File: config.mk
export PLATFORM = sky130hd
export DESIGN_NAME = fetch_unit
export DESIGN_NICKNAME = d
export VERILOG_FILES = /design/src/rtl/fetch_unit_pkg.sv /design/src/rtl/fetch_skid_buf.sv /design/src/rtl/fetch_unit.sv
export SDC_FILE = /design/constraint.sdc
export NUM_CORES = 1
export LEC_CHECK = 0
export CAP_MARGIN = 20
export CORE_MARGIN = 10
export CORE_UTILIZATION = 54
export DETAILED_ROUTE_END_ITERATION = 8
export GPL_TIMING_DRIVEN = 0
export PLACE_DENSITY = 0.81
export SLEW_MARGIN = 10
export SYNTH_ARGS = -nofsm -noshare
export SYNTH_HDL_FRONTEND = slang
export SYNTH_SLANG_ARGS = --single-unit
export TNS_END_PERCENT = 50
File: constraint.sdc
create_clock -name clk -period 9 [get_ports clk]
set_input_delay 1.8 -clock clk [delete_from_list [all_inputs] [get_ports clk]]
set_output_delay 1.8 -clock clk [all_outputs]
set_load 0.005 [all_outputs]
File: src/rtl/fetch_unit_pkg.sv
// Shared core package: fetch FSM encoding, NOP/reset-PC constants and the
// opcode constants consumed by decode.
package fetch_unit_pkg;

  typedef enum logic [1:0] {
    ST_REQ  = 2'd0,
    ST_HOLD = 2'd1,
    ST_DROP = 2'd2
  } fetch_state_e;

  localparam logic [31:0] FETCH_NOP_INSTR = 32'h0000_0013;
  localparam logic [31:0] FETCH_RESET_PC  = 32'h0000_0000;

  localparam logic [6:0] OPC_LOAD   = 7'b0000011;
  localparam logic [6:0] OPC_OP_IMM = 7'b0010011;
  localparam logic [6:0] OPC_AUIPC  = 7'b0010111;
  localparam logic [6:0] OPC_STORE  = 7'b0100011;
  localparam logic [6:0] OPC_OP     = 7'b0110011;
  localparam logic [6:0] OPC_LUI    = 7'b0110111;
  localparam logic [6:0] OPC_BRANCH = 7'b1100011;
  localparam logic [6:0] OPC_JALR   = 7'b1100111;
  localparam logic [6:0] OPC_JAL    = 7'b1101111;

  // Sequential successor address; wraps modulo 2^32.
  function automatic logic [31:0] pc_next(input logic [31:0] pc);
    return pc + 32'd4;
  endfunction

endpackage

File: src/rtl/fetch_skid_buf.sv
// One-entry skid register that parks a fetched word and its address while
// decode is stalled. Clear wins over load.
module fetch_skid_buf (
  input  logic        clk,
  input  logic        rst,
  input  logic        load,
  input  logic        clear,
  input  logic [31:0] instr_in,
  input  logic [31:0] pc_in,
  output logic        vld,
  output logic [31:0] instr,
  output logic [31:0] pc
);

  logic        vld_q, vld_d;
  logic [31:0] instr_q, instr_d;
  logic [31:0] pc_q, pc_d;

  always_comb begin
    vld_d   = vld_q;
    instr_d = instr_q;
    pc_d    = pc_q;
    if (clear) begin
      vld_d = 1'b0;
    end else if (load) begin
      vld_d   = 1'b1;
      instr_d = instr_in;
      pc_d    = pc_in;
    end
  end

  always_ff @(posedge clk or posedge rst) begin
    if (rst) begin
      vld_q   <= 1'b0;
      instr_q <= '0;
      pc_q    <= '0;
    end else begin
      vld_q   <= vld_d;
      instr_q <= instr_d;
      pc_q    <= pc_d;
    end
  end

  assign vld   = vld_q;
  assign instr = instr_q;
  assign pc    = pc_q;

endmodule

File: src/rtl/fetch_unit.sv
// Instruction fetch stage: REQ/HOLD/DROP machine with a one-entry skid buffer.
// Optional misaligned-redirect trap enabled by macro FETCH_MISALIGN_CHK_EN.
module fetch_unit
  import fetch_unit_pkg::*;
#(
  parameter logic [31:0] RESET_PC  = FETCH_RESET_PC,
  parameter logic [31:0] NOP_INSTR = FETCH_NOP_INSTR
) (
  input  logic        clk,
  input  logic        rst,
  input  logic        stall,
  input  logic        redirect,
  input  logic [31:0] redirect_pc,
  output logic        imem_req,
  output logic [31:0] imem_addr,
  input  logic        imem_ack,
  input  logic [31:0] imem_rdata,
  output logic [31:0] instrCode,
  output logic [31:0] PC,
  output logic [31:0] PC_4,
  output logic        instr_valid
`ifdef FETCH_MISALIGN_CHK_EN
  ,
  output logic        fetch_misaligned
`endif
);

  fetch_state_e state_q, state_d;
  logic [31:0]  pc_q, pc_d;
  logic [31:0]  tgt_q, tgt_d;
  logic [31:0]  instr_q, instr_d;
  logic [31:0]  pco_q, pco_d;
  logic [31:0]  pc4_q, pc4_d;
  logic         vld_q, vld_d;

  logic         skid_load, skid_clear, skid_vld;
  logic [31:0]  skid_instr, skid_pc;
  logic [31:0]  redir_tgt;
  logic         req_ok;
  logic         ack;

`ifdef FETCH_MISALIGN_CHK_EN
  logic mis_q, mis_d;

  always_comb begin
    mis_d = mis_q;
    if (redirect && (redirect_pc[1:0] != 2'b00)) mis_d = 1'b1;
  end

  always_ff @(posedge clk or posedge rst) begin
    if (rst) mis_q <= 1'b0;
    else     mis_q <= mis_d;
  end

  assign redir_tgt        = redirect_pc;
  assign req_ok           = ~mis_q;
  assign fetch_misaligned = mis_q;
`else
  logic unused_redirect_lsb;
  assign unused_redirect_lsb = ^redirect_pc[1:0];
  assign redir_tgt           = {redirect_pc[31:2], 2'b00};
  assign req_ok              = 1'b1;
`endif

  // An acknowledge only counts against a request actually on the bus.
  assign imem_req  = ~rst & req_ok & (state_q != ST_HOLD);
  assign imem_addr = pc_q;
  assign ack       = imem_ack & imem_req;

  fetch_skid_buf u_skid (
    .clk      (clk),
    .rst      (rst),
    .load     (skid_load),
    .clear    (skid_clear),
    .instr_in (imem_rdata),
    .pc_in    (pc_q),
    .vld      (skid_vld),
    .instr    (skid_instr),
    .pc       (skid_pc)
  );

  always_ff @(posedge clk or posedge rst) begin
    if (rst) begin
      state_q <= ST_REQ;
      pc_q    <= RESET_PC;
      tgt_q   <= '0;
      instr_q <= NOP_INSTR;
      pco_q   <= '0;
      pc4_q   <= '0;
      vld_q   <= 1'b0;
    end else begin
      state_q <= state_d;
      pc_q    <= pc_d;
      tgt_q   <= tgt_d;
      instr_q <= instr_d;
      pco_q   <= pco_d;
      pc4_q   <= pc4_d;
      vld_q   <= vld_d;
    end
  end

  always_comb begin
    state_d = state_q;
    case (state_q)
      ST_REQ: begin
        if (redirect)         state_d = ack ? ST_REQ : ST_DROP;
        else if (ack && stall) state_d = ST_HOLD;
      end
      ST_HOLD: if (redirect || !stall) state_d = ST_REQ;
      ST_DROP: if (ack) state_d = ST_REQ;
      default: state_d = ST_REQ;
    endcase
  end

  // Redirect squashes the output slot and skid entry regardless of stall.
  always_comb begin
    pc_d       = pc_q;
    tgt_d      = tgt_q;
    instr_d    = instr_q;
    pco_d      = pco_q;
    pc4_d      = pc4_q;
    vld_d      = vld_q;
    skid_load  = 1'b0;
    skid_clear = 1'b0;
    if (redirect) begin
      vld_d      = 1'b0;
      instr_d    = NOP_INSTR;
      skid_clear = 1'b1;
    end
    case (state_q)
      ST_REQ: begin
        if (redirect) begin
          if (ack) pc_d  = redir_tgt;
          else     tgt_d = redir_tgt;
        end else if (ack && !stall) begin
          instr_d = imem_rdata;
          pco_d   = pc_q;
          pc4_d   = pc_next(pc_q);
          vld_d   = 1'b1;
          pc_d    = pc_next(pc_q);
        end else if (ack) begin
          skid_load = 1'b1;
          pc_d      = pc_next(pc_q);
        end else if (!stall) begin
          vld_d   = 1'b0;
          instr_d = NOP_INSTR;
        end
      end
      ST_HOLD: begin
        if (redirect) begin
          pc_d = redir_tgt;
        end else if (!stall && skid_vld) begin
          instr_d    = skid_instr;
          pco_d      = skid_pc;
          pc4_d      = pc_next(skid_pc);
          vld_d      = 1'b1;
          skid_clear = 1'b1;
        end
      end
      ST_DROP: begin
        if (redirect) begin
          if (ack) pc_d  = redir_tgt;
          else     tgt_d = redir_tgt;
        end else if (ack) begin
          pc_d = tgt_q;
        end
      end
      default: ;
    endcase
  end

  assign instrCode   = instr_q;
  assign PC          = pco_q;
  assign PC_4        = pc4_q;
  assign instr_valid = vld_q;

endmodule

==> results of run 1 <==
-- worst max path at each step --
stage,end,slack (ns)
2_1_floorplan,PC[0],1.07
3_3_place_gp,PC_4[24],-1.98
3_5_place_dp,imem_req,4.06
4_1_cts,imem_req,3.54
5_1_grt,imem_req,3.35
6_report,imem_req,3.44
-- stage by stage --
step	area (um^2)	std cells	setup TNS, ns
after global placement	14300	1674	-433.98
final	15200	1724	0
after detailed placement	14400	1675	0
after global routing	15200	1722	0
after CTS	15200	1720	0
after floorplan	12000	1198	0
-- cell families (layout without fill, tap and decap cells) --
group	Yosys count	after routing	share of synthesized area, %
AO/OA/AOI/OAI	305	305	17.1
XOR/XNOR	43	43	3.13
adder cells (fa/ha/maj)	6	6	0.625
buffers and inverters	149	393	5.34
flip-flops	224	224	46.7
multiplexers	152	152	13.6
other	0	2	0
AND/OR/NAND/NOR	319	319	13.5
-- cell usage after synthesis (9+ instances only) --
| master | number |
|---|---|
| and4_1 | 10 |
| o211ai_1 | 10 |
| buf_4 | 9 |
| nor3_1 | 14 |
| and3_1 | 12 |
| mux2_2 | 91 |
| nor4_1 | 18 |
| nor2_1 | 43 |
| nand3_1 | 22 |
| nand2_1 | 132 |
| a21oi_1 | 47 |
| a222oi_1 | 30 |
| buf_2 | 21 |
| nand4_1 | 24 |
| xnor2_1 | 19 |
| dfrtp_1 | 221 |
| mux2i_1 | 61 |
| o21ai_0 | 109 |
| clkbuf_1 | 70 |
| xor2_1 | 24 |
| inv_1 | 41 |
-- layout by cell type, fill, tap and decap left out, types with 9 or more instances in the layout --
cell and n:
clkbuf_16 25, buf_2 21, nand2_1 132, a21oi_1 47
dfrtp_1 221, mux2i_1 61, nor3_1 14, a222oi_1 30
clkbuf_1 79, and4_1 10, nor4_1 18, nor2_1 43
and3_1 12, xnor2_1 19, nand3_1 22, mux2_2 91
nand4_1 24, o21ai_0 109, clkdlybuf4s50_1 196, xor2_1 24
buf_4 9, o211ai_1 10, inv_1 40
-- area by class of cell --
| type | instances | area [um^2] | share of cell area [%] |
|---|---|---|---|
| diodes | 2 | 5.00 | 0.0329 |
| inverters | 43 | 169 | 1.11 |
| multi-input cells | 825 | 5770 | 37.9 |
| well taps | 280 | 350 | 2.30 |
| plain buffers | 106 | 480 | 3.16 |
| clock inverters | 6 | 109 | 0.715 |
| repair buffers | 199 | 2000 | 13.1 |
| clock buffers | 39 | 728 | 4.79 |
| flip-flops and latches | 224 | 5610 | 36.9 |
-- routing by layer --
| metal | GRT usage, % | part of all wire [%] |
|---|---|---|
| met5 | 0 | 0 |
| met4 | 7.13 | 2.4 |
| met3 | 7.69 | 11 |
| met2 | 42.8 | 45 |
| met1 | 38.0 | 41 |
-- worst register-to-register path: stages, from the launching register on --
cell	delay [ns]
dfrtp_1	0.44
inv_1	0.12
ha_1	0.24
buf_2	0.35
clkbuf_1	0.67
buf_1	0.80
o21ai_0	0.36
o21ai_0	0.16
o21ai_0	0.12
-- state kept, by name, indices dropped and copies added, names as in the netlist --
register	flops
PC	32
PC_4	30
imem_addr	32
instrCode	32
instr_valid	1
state_q	2
tgt_q	30
u_skid.instr	32
u_skid.pc	32
u_skid.vld	1
-- power by group through the flow --
stage	clock, uW	combinational [uW]	sequential [uW]
global route	1090	2100	1790
floorplan	0	1060	1670
global placement	0	1860	1720
CTS	1060	1920	1730
detailed placement	0	1900	1740
finish	1050	1940	1740
==> results by group, run 1 <==
Outcome
  – Status: finished, final reports clean

Power and ir drop
  – Int Power: 2970 uW
  – Worst vdd ir: 0.189 mV
  – Sw power: 1750 uW
  – Sw Share: 37.1%
  – Comb pwr share: 40.9%
  – Lkg Pwr: 0.00651 uW
  – Cell Pwr Density: 311 nW/um^2
  – Sequential Power Share: 36.8%
  – Total power: 4730 uW
  – Clock power share: 22.3%

Clock tree
  – CTS tree: done
  – Worst-case clock buffer depth: 3
  – CTS root buf: clkbuf_16
  – H-tree depth: 1
  – Cts hold-fix bufs: 0
  – Clock Pin Slew Worst Setup and Hold Paths: 0.06 ns
  – Clk_lat worst skew: 0.53 ns
  – CTS buffer count: 25
  – Postcts setup bufs: 0
  – PostCTS Resize Cnt: 0
  – Clk sinks: 224

Place
  – Post-DP HPWL: 30.5 mm
  – Gpl congestion: 0.994
  – Port Buf Inserts: 196
  – Pre-CTS WS: 4.06 ns

Worst setup path
  – Cells along the critical path: inv_1 -> ha_1 -> buf_2 -> clkbuf_1 -> buf_1 -> nor2_1 -> clkdlybuf4s50_1
  – CP required: 7.20 ns
  – R2R Path End: PC_4[5]
  – R2r worst-path depth: 8
  – Worst Path Class, Setup: flip-flop to output pin
  – Crit-path max FO: 10
  – Crit. path cell count: 7
  – CP Launch Point: state_q[1]
  – Worst setup SP type: flip-flop
  – Reg2Reg Setup Slack: 5.61 ns
  – CP bufs+invs: 5
  – Peak per-stage delay on the critical path: 0.79 ns
  – Critical Path Slowest Stage Cell: buf_1
  – CP endpoint kind: output pin
  – CP Data Arrival Time: 3.76 ns
  – Crit-path leading delay family: buffers and inverters
  – Worst r2r src: state_q[1]

Timing
  – Clock Skew: 0.0213 ns
  – Final hold slack: 0.478 ns
  – Final Setup Violations: 0
  – RSZ-0062 raised after global routing: false
  – Final Cycle Share: 61.8%
  – Max Clock Freq: 180 MHz
  – Slew @ Worst Pin: 1.06 ns
  – Final hold vios: 0
  – Slew HR: 28.7%
  – Final Critical Period: 5.56 ns
  – Slew Viols, Final: 0
  – PnR worst setup slack: 3.44 ns

Routing
  – Via count: 10,953
  – Antenna Nets Post-Route: 0
  – DRC Markers: 0
  – Via density per instance: 6.35
  – Initial drt markers: 1,488
  – Drt first pass iters: 9
  – Total Wirelength: 41.3 mm
  – Wire length per cell: 24.0 um

Synthesis
  – Synth top area cells: dfrtp_1 (46%), mux2_2 (8.5%), mux2i_1 (5.1%)
  – Area leader, netlist: dfrtp_1
  – Synth Register Bits: 224
  – Mapped Area: 12,000 um^2
  – Yosys top cell area share: 46.0%
  – Synthesized instance count: 1,198
  – Syn nets: 1,273
  – Sequential share of the synthesized area: 46.7%
  – Cell variety after synth: 75
  – Number of synthesized flops with an enable pin: 0
  – Synth warn: 0
  – Synth Area per Inst: 10.0 um^2
  – Synth Flop Type: dfrtp_1
  – Async set-or-reset flop fraction in the synthesized netlist: 100%

Floorplanning
  – Die width: 169 um
  – Die H: 169 um
  – I/O pin count: 199
  – Core ar.: 21,900 um^2
  – Die area: 28,600 um^2
  – Initial Utilization: 54.9%
  – Row count: 54

Worst hold path
  – Worst Hold Launch: PC_4[2]
  – Worst hold path cell count: 2
  – WHS Endpoint: PC_4[2]
  – Hold Path Class: flip-flop to flip-flop

Layout
  – Area grow syn2layout: 26.6%
  – Post-layout util: 69.5%
  – Share of cells above drive strength 1: 12.6%
  – Nets: 1,499
  – Fill count: 1,684

Global route
  – Via count of the first global-routing pass: 10,717
  – Total track usage: 27.8%
  – First-pass GRT wire length: 63.6 mm
  – Largest net degree at the start of global routing: 116
  – GR Overflow Total: 0
  – Initial antenna violation count: 0

Flow run
  – Max-Cap Viols: 0
(Power assumes the default switching activity.)
==> inputs of run 2 (changes only) <==
clock period = 5.3 ns   (was 9 ns; I/O delays follow)
==> results by group, run 2 (synthesis results as in run 1) <==
Flow run
  – Max-Cap Viols: 0 (unchanged)

Worst hold path
  – Worst hold path cell count: 2 (unchanged)
  – WHS Endpoint: PC[27]
  – Hold Path Class: flip-flop to flip-flop
  – Worst Hold Launch: PC[27]

Global route
  – GR Overflow Total: 0 (unchanged)
  – Initial antenna violation count: 2 (+2)
  – Total track usage: 27.6% (-0.19 points)
  – Largest net degree at the start of global routing: 40 (-66%)
  – Via count of the first global-routing pass: 10,957 (+2.2%)
  – First-pass GRT wire length: 63.6 mm (about the same)

Timing
  – Max Clock Freq: 210 MHz
  – Clock Skew: 0.0199 ns (-0.00140 ns)
  – Final Cycle Share: 89.9%
  – PnR worst setup slack: 0.536 ns (-2.90 ns)
  – RSZ-0062 raised after global routing: false
  – Final Critical Period: 4.76 ns
  – Final hold vios: 0 (unchanged)
  – Final Setup Violations: 0 (unchanged)
  – Slew Viols, Final: 0 (unchanged)
  – Slew HR: 33.1% (+4.4 points)
  – Slew @ Worst Pin: 0.994 ns (-0.0658 ns)

Power and ir drop
  – Cell Pwr Density: 517 nW/um^2 (+66%)
  – Lkg Pwr: 0.00650 uW (about the same)
  – Worst vdd ir: 0.296 mV (+57%)

Layout
  – Nets: 1,504 (+0.33%)
  – Area grow syn2layout: 26.6% (about the same)
  – Post-layout util: 69.5% (about the same)
  – Most frequent cells in the layout: dfrtp_1 (221), clkdlybuf4s50_1 (196), nand2_1 (132)
  – Commonest non-fill, non-tap cell in the layout: dfrtp_1
  – Share of cells above drive strength 1: 12.7% (+0.19 points)
  – Cell area after layout: 15,200 um^2 (about the same)

Clock tree
  – Clk sinks: 224 (unchanged)
  – Cts hold-fix bufs: 0 (unchanged)
  – CTS root buf: clkbuf_16
  – Worst-case clock buffer depth: 3 (unchanged)
  – CTS tree: done
  – Clock Pin Slew Worst Setup and Hold Paths: 0.06 ns (about the same)
  – PostCTS Resize Cnt: 0 (unchanged)
  – Clk_lat worst skew: 0.52 ns (about the same)
  – CTS buffer count: 25 (unchanged)
  – Postcts setup bufs: 0 (unchanged)
  – H-tree depth: 1 (unchanged)

Worst setup path
  – CP Data Arrival Time: 3.70 ns (-0.06 ns)
  – Peak per-stage delay on the critical path: 0.79 ns (about the same)
  – R2R Path End: PC_4[5]
  – Reg2Reg Setup Slack: 1.99 ns (-3.62 ns)
  – Crit-path max FO: 10 (unchanged)
  – Worst Path Class, Setup: flip-flop to output pin
  – Cells along the critical path: inv_1 -> ha_1 -> buf_2 -> clkbuf_1 -> buf_1 -> nor2_1 -> clkdlybuf4s50_1
  – CP required: 4.24 ns (-2.96 ns)
  – CP endpoint kind: output pin
  – Critical Path Slowest Stage Cell: buf_1
  – CP bufs+invs: 5 (unchanged)
  – Worst r2r src: state_q[1]
  – Crit-path leading delay family: buffers and inverters
  – Worst setup SP type: flip-flop
  – R2r worst-path depth: 8 (unchanged)

Place
  – Cell Area, Placed: 14,500 um^2 (+0.65%)
  – Port Buf Inserts: 196 (unchanged)
  – Gpl congestion: 1.01 (+1.3%)
  – Post-DP HPWL: 30.6 mm (+0.14%)
  – Pre-CTS WS: 1.14 ns (-2.92 ns)

Routing
  – DRC Markers: 0 (unchanged)
  – Drt first pass iters: 8 (-1)
  – Initial drt markers: 1,419 (-4.6%)
  – Via count: 10,935 (-0.16%)
  – Total Wirelength: 40.9 mm (-1.1%)
  – Wire length per cell: 23.7 um (-1.2%)
  – Antenna Nets Post-Route: 0 (unchanged)
  – Via density per instance: 6.34 (-0.22%)

Floorplanning
  – Die H: 169 um (unchanged)
  – Die area: 28,600 um^2 (unchanged)
  – I/O pin count: 199 (unchanged)
  – Initial Utilization: 54.9% (unchanged)
  – Core ar.: 21,900 um^2 (unchanged)
  – Die width: 169 um (unchanged)
  – Row count: 54 (unchanged)

Outcome
  – Status: finished, final reports clean
[run 2: worst max path at each step]
stage	from	to	slack, ns	cells after the start
after floorplan	rst	PC[0]	1.32	1
after global placement	rst	PC[8]	-0.59	2
after detailed placement	state_q[1]	imem_req	1.14	7
after CTS	state_q[1]	imem_req	0.59	7
after global routing	state_q[1]	imem_req	0.43	7
final	state_q[1]	imem_req	0.54	7
[run 2: power by group]
group,switching (uW),leakage (uW),internal (uW)
combinational,1700,0.00330,1580
clock,689,0.000366,942
sequential,566,0.00284,2390
total,2960,0.00650,4910
[run 2: area by class of cell]
cell class / count / area (um^2)
diodes: 1 / 2.50
clock inverters: 7 / 66.3
flip-flops and latches: 224 / 5610
clock buffers: 35 / 683
multi-input cells: 825 / 5770
fillers: 1738 / 6680
repair buffers: 204 / 2090
inverters: 43 / 165
plain buffers: 106 / 480
well taps: 280 / 350
[run 2: tightest hold or removal path, stage by stage, from the launching register on]
cell,delay [ns]
dfrtp_1,0.34
nand2_1,0.04
o21ai_0,0.06
[run 2: per-layer routing]
metal  share of wire, %  GRT usage, %  vias up
met3                9.9          6.21       84
li1                   -             -     4859
met2                 46          42.5      589
met5              0.039             0        -
met1                 41          37.6     5401
met4                3.2          9.46        2
[run 2: per-stage QoR]
step / setup TNS [ns] / total power (uW) / instances / hold slack, ns
after floorplan: 0 / 4630 / 1198 / 0.470
after global placement: -126.73 / 6070 / 1674 / 0.459
after detailed placement: 0 / 6180 / 1681 / 0.469
after CTS: 0 / 7830 / 1723 / 0.482
after global routing: 0 / 8310 / 1725 / 0.506
final: 0 / 7870 / 1725 / 0.475
==> patch (config.mk and constraints of run 2) <==
Build with the macro `FETCH_MISALIGN_CHK_EN` defined.
--- a/src/rtl/fetch_unit.sv
+++ b/src/rtl/fetch_unit.sv
@@ -1,5 +1,7 @@
 // Instruction fetch stage: REQ/HOLD/DROP machine with a one-entry skid buffer.
 // Optional misaligned-redirect trap enabled by macro FETCH_MISALIGN_CHK_EN.
+`define FETCH_MISALIGN_CHK_EN
+
 module fetch_unit
   import fetch_unit_pkg::*;
 #(
Behaviour (old outputs only; new: fetch_misaligned): not the same (a bounded check fails within 4 cycles, from zero or initial values and one cycle with rst high).
==> patch against run 2 <==
  * Maximum frequency down 0.57%
  * Critical endpoint unchanged
  * Design area shrank 1.3%
  * Total power fell by 17%
  * Via count fell by 2.2%
  * Worst setup slack got worse by 0.027 ns
  * Wire length fell by 4.2%
  * Non-clock buffer count down 8
  * Highest routed layer is now met4
  * Sequential cell count increased by 3
  * Critical path type unchanged
  * Largest cell class is now flip-flops and latches
  * Sequential share of layout area up 0.98 points
  * Area after synthesis decreased by 2.5%
  * The flow now finishes with violations (DRC)
==> patch: results (changes against run 2) <==
Slew HR: 26.9% (-6.2 points)
Clock power share: 25.9% (+5.2 points)
CP max stage cell: clkbuf_1
DRC: 9 (+9)
Placed Instance Area: 0.0142 mm^2 (-1.7%)
Failing checks: DRC
Max rail drop VDD: 0.282 mV (-4.6%)
Comb pwr share: 35.9% (-5.8 points)
Clock network power: 1.70 mW (+4%)
Final #Nets: 1447 (-3.8%)
Fill cells: 1548 (-11%)
Largest net degree at the start of global routing: 36 (-10%)
Pre-CTS worst setup slack: 1.14 ns (-0.00265 ns)
Number of detailed-route iterations in the first pass: 9 (+1)
DRT iter0 DRCs: 1186 (-16%)
Largest stage delay on the critical path: 0.70 ns (-0.09 ns)
Status: finished with violations
Site row count: 53 (-1.9%)
Post-Route WL: 39200 um (-4.2%)
Routed length per instance: 23.5 um (-0.91%)
Syn_nets: 1213 (-4.7%)
Top cells by count, synth: dfrtp_1 (224), nand2_1 (123), mux2_2 (95)
All-Layer GR Usage: 26.6% (-0.98 points)
Internal: 4.29 mW (-13%)
Top cells by area, synth: dfrtp_1 (48%), mux2_2 (9.1%), nand2_1 (3.9%)
Initial antenna violation count: 4 (+2)
Area Growth Syn to Fin: 28.2%
## patch: stage by stage
stage	hold slack, ns	TNS [ns]
6_report	0.479	0
4_1_cts	0.482	0
2_1_floorplan	0.455	0
5_1_grt	0.503	0
3_5_place_dp	0.469	0
3_3_place_gp	0.461	-118.03
## patch: worst paths after layout
kind	startpoint	to	slack, ns	cells past startpoint
worst max register to register	state_q[1]	u_skid.pc[2]	1.69	8
min in group asynchronous	rst	tgt_q[1]	1.10	2
max in group asynchronous	rst	PC[23]	2.75	7
worst max-delay path	state_q[1]	imem_req	0.51	7
worst min-delay path	PC[23]	PC[23]	0.48	2
worst min register to register	PC[23]	PC[23]	0.48	2
## patch: worst reg2reg max path, cell delays in order (launching register included)
cell and delay [ns]:
dfrtp_1 0.41, inv_1 0.12, ha_1 0.24, clkbuf_1 0.28, nor4b_2 0.86, and3_1 0.27
clkbuf_1 0.45, buf_2 0.47, mux2_2 0.39
## patch: layout make-up
type                       count  share of cell area, %
antenna                        4                 0.0666
buffer                        95                   2.53
clock buffer                  37                   4.87
clock inverter                 7                  0.425
inverter                      49                   1.25
multi-input combinational    767                   36.4
sequential                   227                   37.8
tap                          275                   2.29
timing repair buffer         207                   14.3
## patch: cells by family after synthesis
group                    synth area share [%]
flip-flops                               48.5
AND/OR/NAND/NOR                          12.0
buffers and inverters                    4.82
multiplexers                             13.1
XOR/XNOR                                 2.77
AO/OA/AOI/OAI                            18.2
adder cells (fa/ha/maj)                 0.641
## patch: routing by layer
metal	track usage [%]	up-vias	share of wire, %
met1	34.6	5254	39
met5	0	-	0
met4	8.02	0	3.5
met3	7.70	106	12
met2	42.1	627	46
li1	-	4712	-
